<file path="src/rtl/pipe_stage_reg.sv">
// pipe_stage_reg: parametrised inter-stage pipeline register chain.
//
// Carries a DATA_W-bit payload through DEPTH register stages. Stage 0 faces
// the producer and stage DEPTH-1 faces the consumer. Each stage has its own
// valid bit. Features:
//   - valid/ready backpressure with bubble collapsing (an empty stage always
//     accepts from its predecessor, even while later stages are stalled)
//   - hold_i: global stall that freezes every stage and blocks both sides
//   - flush_i: squashes every in-flight entry at the next edge
//   - count_o: registered number of occupied stages
//
// Optional build macro PIPE_STAGE_PERF_EN adds a 16-bit saturating counter
// (stall_cnt_o). It counts edges where the output stage holds valid data but
// cannot hand it off (out_ready_i low or hold_i high). Only reset clears it.
//
// Priority of control: reset > flush > hold > normal flow.
// The reset is synchronous and active-low. All state updates on the rising
// edge of clk_i.

module pipe_stage_reg #(
    parameter int DATA_W = 32,
    parameter int DEPTH  = 1,
    parameter int CNT_W  = $clog2(DEPTH + 1)
) (
    input  logic              clk_i,
    input  logic              rst_n_i,
    input  logic              in_valid_i,
    output logic              in_ready_o,
    input  logic [DATA_W-1:0] in_data_i,
    output logic              out_valid_o,
    input  logic              out_ready_i,
    output logic [DATA_W-1:0] out_data_o,
    input  logic              hold_i,
    input  logic              flush_i,
    output logic [CNT_W-1:0]  count_o
`ifdef PIPE_STAGE_PERF_EN
    ,
    output logic [15:0]       stall_cnt_o
`endif
);

    // ------------------------------------------------------------------
    // Stage state
    // ------------------------------------------------------------------
    logic [DEPTH-1:0]  valid_reg;
    logic [DEPTH-1:0]  valid_next;
    logic [DATA_W-1:0] data_reg  [DEPTH];
    logic [DATA_W-1:0] data_next [DEPTH];
    logic [CNT_W-1:0]  count_reg;
    logic [CNT_W-1:0]  count_next;

    // Values each stage would load if it advances: the chain input for
    // stage 0, the predecessor stage for all others.
    logic [DEPTH-1:0]  stage_in_valid;
    logic [DATA_W-1:0] stage_in_data [DEPTH];

    // adv[k] = stage k loads this edge. adv[DEPTH] = consumer takes the
    // output stage. The chain of ORs is what collapses bubbles: a stage
    // that is empty advances regardless of what is downstream.
    logic [DEPTH:0] adv;

    // Flush is deliberately absent from the output-side term. It does not
    // matter for state, because flush clears every valid bit. The visible
    // handshake is already masked through out_valid_o.
    assign adv[DEPTH] = out_ready_i & ~hold_i;

    genvar gi;
    generate
        for (gi = 0; gi < DEPTH; gi++) begin : g_stage
            assign adv[gi] = (~valid_reg[gi] | adv[gi+1]) & ~hold_i & ~flush_i;

            if (gi == 0) begin : g_head
                assign stage_in_valid[gi] = in_valid_i;
                assign stage_in_data[gi]  = in_data_i;
            end else begin : g_body
                assign stage_in_valid[gi] = valid_reg[gi-1];
                assign stage_in_data[gi]  = data_reg[gi-1];
            end

            // Flush wins over advance for the valid bit. Data only moves on
            // advance, so invalid entries may keep stale payload.
            assign valid_next[gi] = flush_i ? 1'b0 :
                                    adv[gi] ? stage_in_valid[gi] :
                                              valid_reg[gi];
            assign data_next[gi]  = adv[gi] ? stage_in_data[gi] : data_reg[gi];
        end
    endgenerate

    // Occupancy of the next state, so count_o changes on the same edge as
    // the valid bits.
    always_comb begin
        count_next = '0;
        for (int i = 0; i < DEPTH; i++) begin
            count_next = count_next + CNT_W'(valid_next[i]);
        end
    end

    // Stage registers and occupancy counter.
    always_ff @(posedge clk_i) begin
        if (!rst_n_i) begin
            valid_reg <= '0;
            count_reg <= '0;
            for (int i = 0; i < DEPTH; i++) begin
                data_reg[i] <= '0;
            end
        end else begin
            valid_reg <= valid_next;
            count_reg <= count_next;
            for (int i = 0; i < DEPTH; i++) begin
                data_reg[i] <= data_next[i];
            end
        end
    end

    // ------------------------------------------------------------------
    // Outputs
    // ------------------------------------------------------------------
    assign in_ready_o  = adv[0];
    assign out_valid_o = valid_reg[DEPTH-1] & ~hold_i & ~flush_i;
    assign out_data_o  = data_reg[DEPTH-1];
    assign count_o     = count_reg;

`ifdef PIPE_STAGE_PERF_EN
    // ------------------------------------------------------------------
    // Output stall counter
    // ------------------------------------------------------------------
    logic [15:0] stall_cnt_reg;
    logic [15:0] stall_cnt_next;
    logic        stall_event;

    // The output stage is loaded but the consumer side is blocked.
    assign stall_event = valid_reg[DEPTH-1] & (~out_ready_i | hold_i);

    // Saturating increment. Flush deliberately leaves the count alone.
    always_comb begin
        stall_cnt_next = stall_cnt_reg;
        if (stall_event && (stall_cnt_reg != 16'hFFFF)) begin
            stall_cnt_next = stall_cnt_reg + 16'd1;
        end
    end

    // Stall counter register, cleared only by reset.
    always_ff @(posedge clk_i) begin
        if (!rst_n_i) begin
            stall_cnt_reg <= '0;
        end else begin
            stall_cnt_reg <= stall_cnt_next;
        end
    end

    assign stall_cnt_o = stall_cnt_reg;
`endif

endmodule

</file>
<file path="config.mk">
export PLATFORM = sky130hd
export DESIGN_NAME = pipe_stage_reg
export DESIGN_NICKNAME = d
export VERILOG_FILES = /design/src/rtl/pipe_stage_reg.sv
export SDC_FILE = /design/constraint.sdc
export NUM_CORES = 1
export LEC_CHECK = 0
export BUFFER_PORTS_ARGS = -buffer_cell sky130_fd_sc_hd__buf_2
export CAP_MARGIN = 20
export CORE_MARGIN = 2
export CORE_UTILIZATION = 43
export CTS_CLUSTER_SIZE = 20
export DETAILED_ROUTE_END_ITERATION = 12
export MAX_ROUTING_LAYER = met4
export PLACE_DENSITY = 0.86
export SETUP_SLACK_MARGIN = 0.1
export SLEW_MARGIN = 40
export SYNTH_ARGS = -nofsm -noshare
export SYNTH_HDL_FRONTEND = slang
export SYNTH_SLANG_ARGS = --single-unit
</file>
<file path="constraint.sdc">
create_clock -name clk_i -period 1.7 [get_ports clk_i]
set_input_delay 0.34 -clock clk_i [delete_from_list [all_inputs] [get_ports clk_i]]
set_output_delay 0.34 -clock clk_i [all_outputs]
set_load 0.01 [all_outputs]
</file>
* Word level (Yosys, flattened, before mapping)
Memory sizes are Yosys's and may differ from the RTL's.
Index checks and enable logic that the tools add are counted.
** Word-level totals
- Memories kept :: 1
- RAM bits :: 32
- Bits in registers :: 1
- Input port bits :: 38
** Operators by class
- Bitwise gates (word level) :: 10
- Reduce and logical (&&, ||, !) cells :: 2
- Mux-type cells :: 5
** Memories
- data_reg :: depth 1, width 32, rd ports 1, clocked after Yosys merged registers in 0, write ports 1, line 47 : logic [DATA_W-1:0] data_reg [DEPTH];
** Operators by type and width (count)
- $mux 32 :: 2
- $reduce_or 32->1 :: 1
- $and 1x1->1 :: 5
- $not 1->1 :: 4
- $mux 1 :: 3
- $reduce_or 2->1 :: 1
- $or 1x1->1 :: 1

* Logic depth before layout (Yosys ltp)
Gate-level depths: netlist of the first run.
- Depth after elaboration :: 7
- Depth in mapped cells :: 4
- Mapped depth without buffers :: 3

* Least setup slack after synthesis of the first run
Ideal clock, no wire load.
- Kind :: input-to-output
- Start point :: input port out_ready_i
- End point :: output port in_ready_o
- Slack :: 0.340 ns
- Buffers on the path :: 1
- Data arrival time :: 1.020 ns
- Stages :: 3
- Cells stage by stage :: inv_2 -> a211oi_4 -> buf_8
** On the way
- Word-level cells in the longest chain between the ends :: 4
** RTL lines
- start, declared :: line 31 : input logic out_ready_i,
- $and 1x1->1 :: line 65 : assign adv[DEPTH] = out_ready_i & ~hold_i;
- $or 1x1->1 :: line 70 : assign adv[gi] = (~valid_reg[gi] | adv[gi+1]) & ~hold_i & ~flush_i;
- $and 1x1->1 (2 in series) :: line 70
- end, declared :: line 28 : output logic in_ready_o,
No other way between the ends.

==> results of run 1 <==
-- cell families (layout without fill, tap and decap cells) --
| logic type | after synthesis | after routing |
|---|---|---|
| and+or+nand+nor | 67 | 67 |
| DFF | 33 | 33 |
| muxes | 32 | 32 |
| buffers and inverters | 11 | 85 |
| AOI/OAI and AO/OA | 3 | 3 |
-- stage by stage --
step | cell area (um^2) | cells | hold slack, ns
CTS | 1770 | 263 | 0.235
global placement | 1730 | 255 | 0.438
floorplan | 1350 | 146 | 0.479
finish | 1780 | 264 | 0.255
detailed placement | 1730 | 255 | 0.445
global route | 1780 | 264 | 0.221
-- power by group --
| part | switching, uW | total, uW | internal, uW | leakage, uW |
|---|---|---|---|---|
| clock | 232 | 397 | 165 | 0.0000265 |
| combinational | 114 | 224 | 109 | 0.000591 |
| sequential | 19.6 | 833 | 813 | 0.000270 |
-- critical path, delay by kind of cell, from the launching register on --
family	cells	cell delay (ns)
AO/OA/AOI/OAI	1	0.30
buffers and inverters	1	0.19
flip-flops	1	0.35
-- metal layers --
layer  vias up  global-route usage
li1        613                   -
met1       514               0.171
met3         6              0.0714
met4         0              0.0825
met5         -                   -
met2        48               0.264
-- cell usage after synthesis --
| master | number | area share |
|---|---|---|
| inv_2 | 1 | 0.0028 |
| buf_1 | 5 | 0.014 |
| dfxtp_1 | 33 | 0.49 |
| a21oi_1 | 1 | 0.0037 |
| o21ai_0 | 1 | 0.0037 |
| buf_2 | 1 | 0.0037 |
| nand2b_1 | 2 | 0.0093 |
| clkbuf_1 | 1 | 0.0028 |
| a211oi_4 | 1 | 0.015 |
| nand2_1 | 64 | 0.18 |
| buf_8 | 3 | 0.033 |
| mux2i_1 | 32 | 0.24 |
| nor3b_1 | 1 | 0.0056 |
-- area by class of cell --
cell class                      instances  area (um^2)
Fill cell                             285         1240
Sequential cell                        33          662
Multi-Input combinational cell        102          611
Timing Repair Buffer                   76          403
Tap cell                               44         55.1
Clock buffer                            8         48.8
Inverter                                1         3.75
-- how the worst max path moves through the flow --
stage | from | end | slack, ns
final | count_o | in_ready_o | 0.19
after global routing | count_o | in_ready_o | 0.10
after CTS | count_o | in_ready_o | 0.17
after detailed placement | out_ready_i | data_reg[0][2] | 0.29
after global placement | out_ready_i | data_reg[0][4] | 0.35
after floorplan | out_ready_i | in_ready_o | 0.34
-- what timing repair did --
action                                  CTS  global route
setup buffers                             0             1
endpoints found under the setup margin    0             1
gates resized for setup                   0             1
==> metrics.txt, run 1 <==
Worst Hold Class=in -> reg; Routed WL=2650 um; detailed placement HPWL=~1900 um; Synth cell types=13; row cnt=20; CTS HTree Levels=2; multiplexer share of the synthesized area=0.238; Hold Crit Depth=3; vias in the first global route=1,029; number of port buffers=72; initial antenna violation count=0; leakage=~0.0009 uW; complex-gate fraction of the synthesized area=0.0223; Area Overhead vs Synth=32.3%; sequential share of the synthesized area=0.490; fmax=664 MHz; outcome=finished clean; Vias/cell=~4.5; clk slew on worst S/H paths=0.09 ns; slowest cell on the critical path=dfxtp_2; Synth Area in XOR/XNOR=0; MaxCap Viol Count=0; core area=3030 um^2; Endpoint, Worst Hold=data_reg[0][25]; top sig layer=met4; initial DRC count=67; total power divided by cell area=about 800 nW/um^2; most frequent cells in the layout=buf_2, nand2_1, mux2i_1, dfxtp_1, clkbuf_4; Reg2Reg Setup Slack=0.41 ns; Final min period=1.51 ns; crit end category=output pin; Final Hold Vio Count=0; fin. max-slew vios=0; Crit path arrival time=1.17 ns; largest family of logic cells by synthesized area=multiplexers; Critical Path, Cell by Cell=a211oi_4 > buf_2; flop and latch count out of synthesis=33; critical path's largest stage delay=0.35 ns; RSZ-0062 raised after global routing=no; Nets=between 200 and 300; hold_buf cts=0; Max clock buf depth=2; worst vdd ir=0.000445 V; slew at the pin closest to its max-slew limit=0.262 ns; final setup TNS=0 ns; Die H=60.0 um; Hold Startpoint=in_data_i[25]; crit-path max FO=4; largest net degree at the start of global routing=66; Starting Density=0.445; most common cell after layout, fill and taps aside=buf_2; die area=roughly 3600 um^2; CP startpoint kind=flop; Tot GR Track Use=0.164; R2R Path End=data_reg[0][16]; R2R cell count=3; gr ovfl total=0; total length of routed met2 wires=1240 um; worst r2r src=count_o; CP required=1.36 ns; Total Power=1450 uW; router iterations before antenna repair=4; via count=between 1,000 and 1,500; final core utilization=0.589; CTS sink cnt=33; max FFs per register=32; slew margin rel.=0.825; first-pass GRT wire length=4170 um; Met3 Wirelength=slightly below 200 um; worst-skew pair later-pin latency=0.32 ns; Final WS setup=0.194 ns; Post-Place Worst Slack=0.288 ns; mean area per synthesized cell=9.23 um^2; part of the cycle the worst path needs=0.886; RePlAce Congestion=0.677; Simple-Gate Fraction of Synth Area=0.193; layout cell share with drive strength beyond 1=0.382; Avg WL per Cell=roughly 10 um; clk root buf=clkbuf_4; post-synthesis instance area=1350 um^2; kind of critical path=reg -> out; wl on met1=1160 um; Adder-Cell Fraction of Synth Area=0; Post-DRT Antenna Nets=0; DRC violations left=0; CTS tree=yes; CTS Buf Count=5; I/O Pins=73; die width=60.0 um; Warnings, synthesis=0; syn nets=184; Syn Inst Count=146; final setup vio count=0; antenna cells=0; Worst Clk Skew=between 0.003 and 0.004 ns
Note: power is estimated with default switching activity, not from simulation.
==> inputs of run 2 (changes only) <==
==> constraint.sdc (replaced) <==
create_clock -name clk_i -period 1.42 [get_ports clk_i]
set_input_delay 0.284 -clock clk_i [delete_from_list [all_inputs] [get_ports clk_i]]
set_output_delay 0.284 -clock clk_i [all_outputs]
set_load 0.01 [all_outputs]
==> run 2 against run 1 <==
Effect of this change:
- the flow now finishes with violations (negative setup slack)
- register-to-register slack got worse by 0.37 ns
- flip-flop and latch count unchanged
- sequential share of layout area shrank 3.1 points
- global-route usage is 0.054 points lower
- worst setup slack lost 0.20 ns
- sequential power increased by 19%
- first-iteration DRC count down 13%
- power rose by 25%
- critical path type unchanged
- non-clock buffer count grew 11
==> metrics.txt, run 2 (synthesis gave the netlist of run 1 again) <==
most frequent cells in the layout=buf_2, nand2_1, dfxtp_1; fmax=704 MHz; Vias/cell=4.43; RSZ-0062 raised after global routing=yes; RePlAce Congestion=between 0.7 and 0.8; fillcell total=267; slew at the pin closest to its max-slew limit=0.252 ns; Post-Place Worst Slack=0.105 ns; router iterations before antenna repair=4; post-route insts no fill=roughly 270; crit-path max FO=2; detailed placement HPWL=1960 um; Die H=60.0 um; part of the cycle the worst path needs=1.00; sequential group share of total power=0.546; I/O Pins=73; Max clock buf depth=2; Routed WL=2860 um; via count=1,215; Switch Pwr=444 uW; Final min period=1.42 ns; MaxCap Viol Count=0; Internal=roughly 1400 uW; sw frac=0.244; largest net degree at the start of global routing=66; CTS sink cnt=33; die area=3600 um^2; antenna cells=0; CTS Buf Count=5; die width=~60 um; Starting Density=0.445; Area Overhead vs Synth=44.8%; vias in the first global route=between 1,000 and 1,500; slew margin rel.=0.832; number of port buffers=72; gr ovfl total=0; worst-skew pair later-pin latency=slightly above 0.3 ns; CP startpoint kind=flop; most common cell after layout, fill and taps aside=buf_2; clk root buf=clkbuf_4; Nets=about 270; kind of critical path=reg -> out; outcome=complete, but fails checks; Post-DRT Antenna Nets=0; CP required=1.14 ns; fin. max-slew vios=0; violated checks=negative setup slack; CTS tree=yes; Avg WL per Cell=10.4 um; final setup vio count=1; initial antenna violation count=0; DRC violations left=0; initial DRC count=58; core area=about 3000 um^2; Final WS setup=-0.00137 ns; Crit path arrival time=1.14 ns; clk slew on worst S/H paths=0.09 ns; Worst Hold Class=in -> reg; Tot GR Track Use=0.164; row cnt=20; Worst Clk Skew=0.00655 ns; crit end category=output pin; total power divided by cell area=933 nW/um^2; first-pass GRT wire length=4270 um; worst vdd ir=0.000569 V; final setup TNS=-0.00137 ns; dpl cells=257; CTS HTree Levels=2; layout cell share with drive strength beyond 1=0.426; hold_buf cts=0; leakage=0.000972 uW; part of the power in combinational logic=0.176; Final Hold Vio Count=0; max FFs per register=32; Clk pwr share=0.278
[run 2: worst paths after layout]
check | from | to | slack (ns) | cells after the start
worst max-delay path | count_o | in_ready_o | -0.001 | 3
worst min-delay path | in_data_i[2] | data_reg[0][2] | 0.21 | 3
worst max register to register | count_o | data_reg[0][3] | 0.04 | 6
worst min register to register | data_reg[0][14] | data_reg[0][14] | 0.46 | 2
[run 2: timing repair]
action | in CTS | in global routing
resized for setup | 5 | 5
setup endpoints to repair | 2 | 24
pin swaps | 1 | 1
setup buffers | 2 | 7
cloned | 0 | 1
[run 2: through the flow]
step | utilization | hold slack, ns | power (uW) | instance area (um^2)
after floorplan | - | 0.426 | 1170 | 1350
after global placement | 0.583 | 0.439 | 1290 | 1770
after detailed placement | 0.583 | 0.448 | 1300 | 1770
after CTS | 0.612 | 0.191 | 1810 | 1850
after global routing | 0.645 | 0.198 | 1920 | 1950
final | 0.645 | 0.209 | 1820 | 1950
[run 2: per-layer routing]
| metal | GRT usage | part of all wire | up-vias |
|---|---|---|---|
| met2 | 0.276 | 0.50 | 45 |
| met5 | - | 0 | - |
| met1 | 0.176 | 0.43 | 535 |
| li1 | - | - | 633 |
| met3 | 0.0476 | 0.058 | 2 |
| met4 | 0.0762 | 0.0094 | 0 |
[run 2: cell type report]
cell class	count	area, um^2	share of cell area
timing repair buffer	87	554	0.284
clock buffer	7	55.1	0.0282
tap	44	55.1	0.0282
sequential	33	664	0.340
inverter	1	3.75	0.00192
multi-input combinational	102	619	0.317
[run 2: power by group through the flow]
stage / registers [uW] / clock network (uW) / logic, uW
2_1_floorplan: 1040 / 0 / 133
3_3_place_gp: 1020 / 0 / 278
3_5_place_dp: 1020 / 0 / 284
4_1_cts: 995 / 525 / 292
5_1_grt: 1000 / 563 / 353
6_report: 995 / 505 / 320
[run 2: critical path, cell delays in order (launching register included)]
cell      delay [ns]
dfxtp_4         0.37
a211oi_4        0.23
buf_12          0.14
buf_6           0.09
